### src/rtl/sata_defs_pkg.sv
// Shared SATA link-layer primitive encodings, dword type flags and tx mux state type.
package sata_defs_pkg;

    localparam logic [31:0] ALIGN_PRIM = 32'h7B4A_4ABC;
    localparam logic [31:0] HOLD_PRIM  = 32'hD5D5_AA7C;
    localparam logic [31:0] SYNC_PRIM  = 32'hB5B5_957C;

    localparam logic DWORD_IS_PRIM = 1'b1;
    localparam logic DWORD_IS_DATA = 1'b0;

    typedef enum logic {
        S_ALIGN = 1'b0,
        S_PASS  = 1'b1
    } tx_mux_state_t;

endpackage

### src/rtl/sata_align_timer.sv
// ALIGN period timer: modulo-ALIGN_PERIOD counter advanced only on accepted output dwords.
// Zero latency: align_slot reflects the current count; a stalled enable freezes the count.
module sata_align_timer #(
    parameter int ALIGN_PERIOD = 256,
    parameter int ALIGN_BURST  = 2
) (
    input  logic clk,
    input  logic reset,
    input  logic en,
    output logic align_slot
);

    localparam int CW = (ALIGN_PERIOD > 2) ? $clog2(ALIGN_PERIOD) : 1;
    localparam logic [CW-1:0] CNT_LAST  = CW'(ALIGN_PERIOD - 1);
    localparam logic [CW-1:0] CNT_BURST = CW'(ALIGN_BURST);

    logic [CW-1:0] cnt;

    always_ff @(posedge clk or posedge reset) begin
        if (reset) begin
            cnt <= '0;
        end else if (en) begin
            cnt <= (cnt == CNT_LAST) ? '0 : cnt + CW'(1);
        end
    end

    assign align_slot = (cnt < CNT_BURST);

endmodule

### src/rtl/sata_link_tx_mux.sv
// Link tx scheduler: periodic ALIGN burst, frame data or requested primitive (ALIGN only with SATA_TX_ALIGN_INSERT_EN).
// One cycle latency from selection to registered o_data; everything holds while o_ready=0, d_ready only on accepted data.
module sata_link_tx_mux
    import sata_defs_pkg::*;
#(
    parameter int ALIGN_PERIOD = 256,
    parameter int ALIGN_BURST  = 2
) (
    input  logic        clk,
    input  logic        reset,
    input  logic [31:0] prim_code,
    input  logic        data_sel,
    input  logic [31:0] d_data,
    input  logic        d_valid,
    output logic        d_ready,
    output logic [31:0] o_data,
    output logic        o_datak,
    input  logic        o_ready,
    output logic        align_active
);

    if (ALIGN_BURST < 1 || ALIGN_PERIOD <= ALIGN_BURST) begin : g_param_check
        $error("sata_link_tx_mux: need 1 <= ALIGN_BURST < ALIGN_PERIOD");
    end

    tx_mux_state_t state;
    logic [31:0]   nxt_data;
    logic          nxt_datak;
    logic          nxt_align;

`ifdef SATA_TX_ALIGN_INSERT_EN
    logic align_slot;

    sata_align_timer #(
        .ALIGN_PERIOD (ALIGN_PERIOD),
        .ALIGN_BURST  (ALIGN_BURST)
    ) u_align_timer (
        .clk        (clk),
        .reset      (reset),
        .en         (o_ready),
        .align_slot (align_slot)
    );

    // The period counter is the state: the burst window is exactly cnt < ALIGN_BURST.
    assign state = align_slot ? S_ALIGN : S_PASS;
`else
    assign state = S_PASS;
`endif

    always_comb begin
        nxt_data  = prim_code;
        nxt_datak = DWORD_IS_PRIM;
        nxt_align = 1'b0;
        d_ready   = 1'b0;
        unique case (state)
            S_ALIGN: begin
                nxt_data  = ALIGN_PRIM;
                nxt_align = 1'b1;
            end
            S_PASS: begin
                if (data_sel && d_valid) begin
                    nxt_data  = d_data;
                    nxt_datak = DWORD_IS_DATA;
                    d_ready   = o_ready && !reset;
                end else if (data_sel) begin
                    nxt_data  = HOLD_PRIM;
                end
            end
            default: begin
                nxt_data = SYNC_PRIM;
            end
        endcase
    end

    always_ff @(posedge clk or posedge reset) begin
        if (reset) begin
            o_data       <= SYNC_PRIM;
            o_datak      <= DWORD_IS_PRIM;
            align_active <= 1'b0;
        end else if (o_ready) begin
            o_data       <= nxt_data;
            o_datak      <= nxt_datak;
            align_active <= nxt_align;
        end
    end

endmodule

### config.mk
export PLATFORM = sky130hd
export DESIGN_NAME = sata_link_tx_mux
export DESIGN_NICKNAME = d
export VERILOG_FILES = /design/src/rtl/sata_defs_pkg.sv /design/src/rtl/sata_align_timer.sv /design/src/rtl/sata_link_tx_mux.sv
export SDC_FILE = /design/constraint.sdc
export NUM_CORES = 1
export LEC_CHECK = 0
export ABC_AREA = 1
export BUFFER_PORTS_ARGS = -buffer_cell sky130_fd_sc_hd__clkbuf_2
export CAP_MARGIN = 0
export CELL_PAD_IN_SITES_DETAIL_PLACEMENT = 1
export CELL_PAD_IN_SITES_GLOBAL_PLACEMENT = 2
export CORE_MARGIN = 10
export CORE_UTILIZATION = 21
export CTS_BUF_LIST = sky130_fd_sc_hd__clkbuf_16
export CTS_CLUSTER_DIAMETER = 40
export DETAILED_ROUTE_END_ITERATION = 12
export GPL_TIMING_DRIVEN = 0
export PLACE_DENSITY_LB_ADDON = 0.1
export SETUP_SLACK_MARGIN = 0.3
export SLEW_MARGIN = 15
export SYNTH_ARGS = -nofsm -noshare
export SYNTH_HDL_FRONTEND = slang
export SYNTH_SLANG_ARGS = --single-unit
### constraint.sdc
create_clock -name clk -period 0.85 [get_ports clk]
set_input_delay 0.085 -clock clk [delete_from_list [all_inputs] [get_ports clk]]
set_output_delay 0.085 -clock clk [all_outputs]
set_load 0.02 [all_outputs]
Word level (Yosys, flattened, before mapping)
Cells that the tools add are included.
W data, S select, Z words.
Word-level totals
  flip-flop bits (word level): 33
Operators by class
  reductions and logical operators: 3
  muxes and demuxes: 4
Operators with widths (number)
  $mux W32: 2
  $logic_and A1 B1 Y1: 2
  $mux W1: 2
  $logic_not A1 Y1: 1

Longest topological paths before layout
  depth in word-level cells: 3
  mapped depth: 7
  mapped depth without buffers: 5

Worst setup path after synthesis
No wires, ideal clock.
  path kind: register to register
  from: register, netlist name o_data[29]
  to: register o_data[29]
  library setup time: 0.064 ns
  setup slack: 0.088 ns
  required time: 0.786 ns
  cell stages (with the launch flop): 3
  arrival: 0.698 ns
  cell sequence: dfstp_2 -> nand2_1 -> nand3_1
RTL lines
  to (signal assigned): line sata_link_tx_mux.sv:81  | o_data <= nxt_data;
  to (decl): line sata_link_tx_mux.sv:16  | output logic [31:0] o_data,

Worst setup path after layout
  from: register o_data[21]
  to: output port o_data[21]
No word-level cell between the ends.

==> key figures <==
CTS
  – CTS tree: done
  – CTS Buf Count: 5
  – Clk sinks: 33
  – Clock Path Buffers: 2
  – Clock Pin Slew Worst Setup and Hold Paths: 50 ps
  – Worst-Skew Late Latency: 270 ps
  – Hold-fix buffers, CTS: 0
  – Root buf cell: clkbuf_16
  – H-Tree Depth: 2

Yosys
  – Post-synthesis cell type count: 15
  – Syn Nets: 327
  – FF+latch count, synth: 33
  – Syn Inst Count: 258
  – Avg Inst Size Synth: 6.87 um^2
  – Register area share after synthesis: 48.0%
  – YS warnings: 0
  – Mapped cell area: 0.00177 mm^2

Layout
  – Ant diodes: 0
  – # nets final: 439
  – Fin util: 37.7%
  – Final Instance Area: 0.00310 mm^2
  – Most common cell after layout, fill and taps aside: nand2_1
  – Fillers: 1026
  – Layout Cells excl Fill: 476
  – Area added between synthesis and finish: 75.1%
  – Most frequent cells in the layout: 117 x nand2_1, 65 x clkbuf_2, 38 x nor2_1
  – Fraction of layout cells with a size suffix above 1: 48.2%

Timing
  – Period minus WS final: 1030 ps
  – Hold Fails Final Rpt: 13
  – Maximum clock frequency: 973 MHz
  – Max-slew violations: 0
  – Final Cycle Share: 121%
  – Setup WS post-layout: -177 ps
  – Worst Tran Pin Value: 811 ps
  – Clock Skew: 0 ps
  – Setup violations, final: 33
  – Setup_tns: -4010 ps
  – Relative slew slack: 45.6%
  – RSZ-0062 raised after global routing: true
  – Hold_ws: -107 ps

Drt
  – 1st-pass router iterations: 4
  – DR vias: 1909
  – Avg WL per Cell: 14.5 um
  – DRC Markers: 0
  – Post-route ant nets: 0
  – Final Routed Wirelength: 6.91 mm
  – Detailed-route vias per instance: 4.01
  – 1st-iter DRT viols: 41

Power
  – Sw frac: 26.0%
  – Pleak: 1.67 nW
  – Worst vdd ir: 0.000637 V
  – Clock share of power: 40.9%
  – Seq pwr share: 34.6%
  – Logic pwr share: 24.5%
  – Power per Cell Area: 1840 mW/mm^2
  – Total chip power: 0.00570 W
  – Net Sw Power: 0.00148 W
  – Internal power: 0.00422 W

Setup path
  – CP required: 760 ps
  – Arrival @ worst endpoint: 940 ps
  – R2R Setup Slk: 110 ps
  – Critical path buffer and inverter count: 1
  – Critical Path Slowest Stage Cell: dfstp_2
  – Critical-path cell list: buf_8
  – Max FO, Critical Path: 2
  – CP Class: register to output pin
  – Max incr delay on CP: 550 ps
  – Crit path launch type: register
  – Nature of the critical path endpoint: output pin
  – Family with the most delay on the worst path: flip-flops

Placement
  – Placed Cells: 464
  – RD Place Congestion: 0.692
  – IO Port Bufs: 101
  – Post-DP HPWL: 5.31 mm
  – Post-DP Area: 0.00250 mm^2

Global route
  – Largest net degree at the start of global routing: 34
  – Number of global-route vias before repair: 2138
  – Total GRT Usage: 10.7%
  – First-pass GRT wire length: 10.9 mm
  – Grt total ovfl: 0
  – Initial antenna violation count: 0

Floorplan
  – Starting density of the core: 21.6%
  – Die ar.: 0.0125 mm^2
  – Chip Height: 112 um
  – Die W: 112 um
  – Core area: 0.00822 mm^2
  – Rows: 33
  – # IOs: 104

Hold path
  – Min-Delay Path Class: primary input to async pin

Outcome
  – Outcome: finished with violations
  – Failing checks: hold timing, setup timing

Job
  – Max cap viols: 0
[cell families after synthesis]
| group | count (synthesis) | share of synthesized area, % |
|---|---|---|
| buf+inv | 37 | 9.96 |
| compound gates | 1 | 0.282 |
| simple gates | 186 | 41.5 |
| other cells | 1 | 0.212 |
| flops | 33 | 48.0 |
[final timing paths]
path,from,to,depth (start not counted)
min in group clk,prim_code[29],o_data[29]$_DFFE_PP1P_,3
worst max register to register,o_datak$_DFFE_PP1P_,o_datak$_DFFE_PP1P_,2
worst min register to register,o_data[3]$_DFFE_PP1P_,o_data[3]$_DFFE_PP1P_,2
max in group asynchronous,reset,o_data[5]$_DFFE_PP1P_,2
worst min-delay path,reset,o_data[22]$_DFFE_PP0P_,2
worst max-delay path,o_data[21]$_DFFE_PP1P_,o_data[21],1
[final cells by class]
class | count | area, um^2 | area share (%)
flip-flops and latches | 33 | 867 | 28.0
well taps | 105 | 131 | 4.24
plain buffers | 14 | 135 | 4.36
inverters | 23 | 103 | 3.31
multi-input cells | 188 | 793 | 25.6
repair buffers | 104 | 877 | 28.3
clock buffers | 5 | 125 | 4.03
repair inverters | 1 | 5.00 | 0.161
clock inverters | 3 | 65.1 | 2.10
[power by group through the flow]
stage	Clock [W]	Sequential [W]	Combinational (W)
global route	0.00249	0.00200	0.00154
CTS	0.00241	0.00193	0.00133
floorplan	0	0.00214	0.000414
finish	0.00233	0.00197	0.00140
detailed placement	0	0.00193	0.00110
global placement	0	0.00193	0.00109
[cell usage after synthesis]
cell type	count	area, um^2
nand4_1	5	31.3
nand3_1	13	65.1
dfrtp_1	13	325
inv_2	3	11.3
dfstp_2	20	526
nor2_2	1	6.26
o21ai_1	1	5.00
nand2_1	128	480
buf_6	2	22.5
buf_2	9	45.0
buf_4	3	22.5
nor2_1	38	143
inv_1	20	75.1
conb_1	1	3.75
nor3_2	1	10.0
[per-stage QoR]
stage	hold slack, ps	setup WS [ps]
after floorplan	13.0	95.2
after global placement	308	-145
after detailed placement	294	-135
after CTS	0.207	-207
after global routing	-75.1	-206
final	-107	-177
[metal layers]
layer	up-vias	global-route usage (%)	routed length [um]
met5	-	0	0
met4	0	3.86	54
met3	2	4.29	548
met2	61	17.6	3350
met1	857	12.2	2950
li1	989	-	-
[flip-flops by register name (all words and copies together), names as in the netlist]
register and flops:
o_datak 1, o_data 32
[timing repair]
action                                  CTS  global route
cloned                                    0             1
setup buffers                             3             0
endpoints found under the hold margin     0            13
resized for setup                        63            56
endpoints found under the setup margin   67            80
pin swaps                                 3             6
Power figures use the tool's default switching activity.
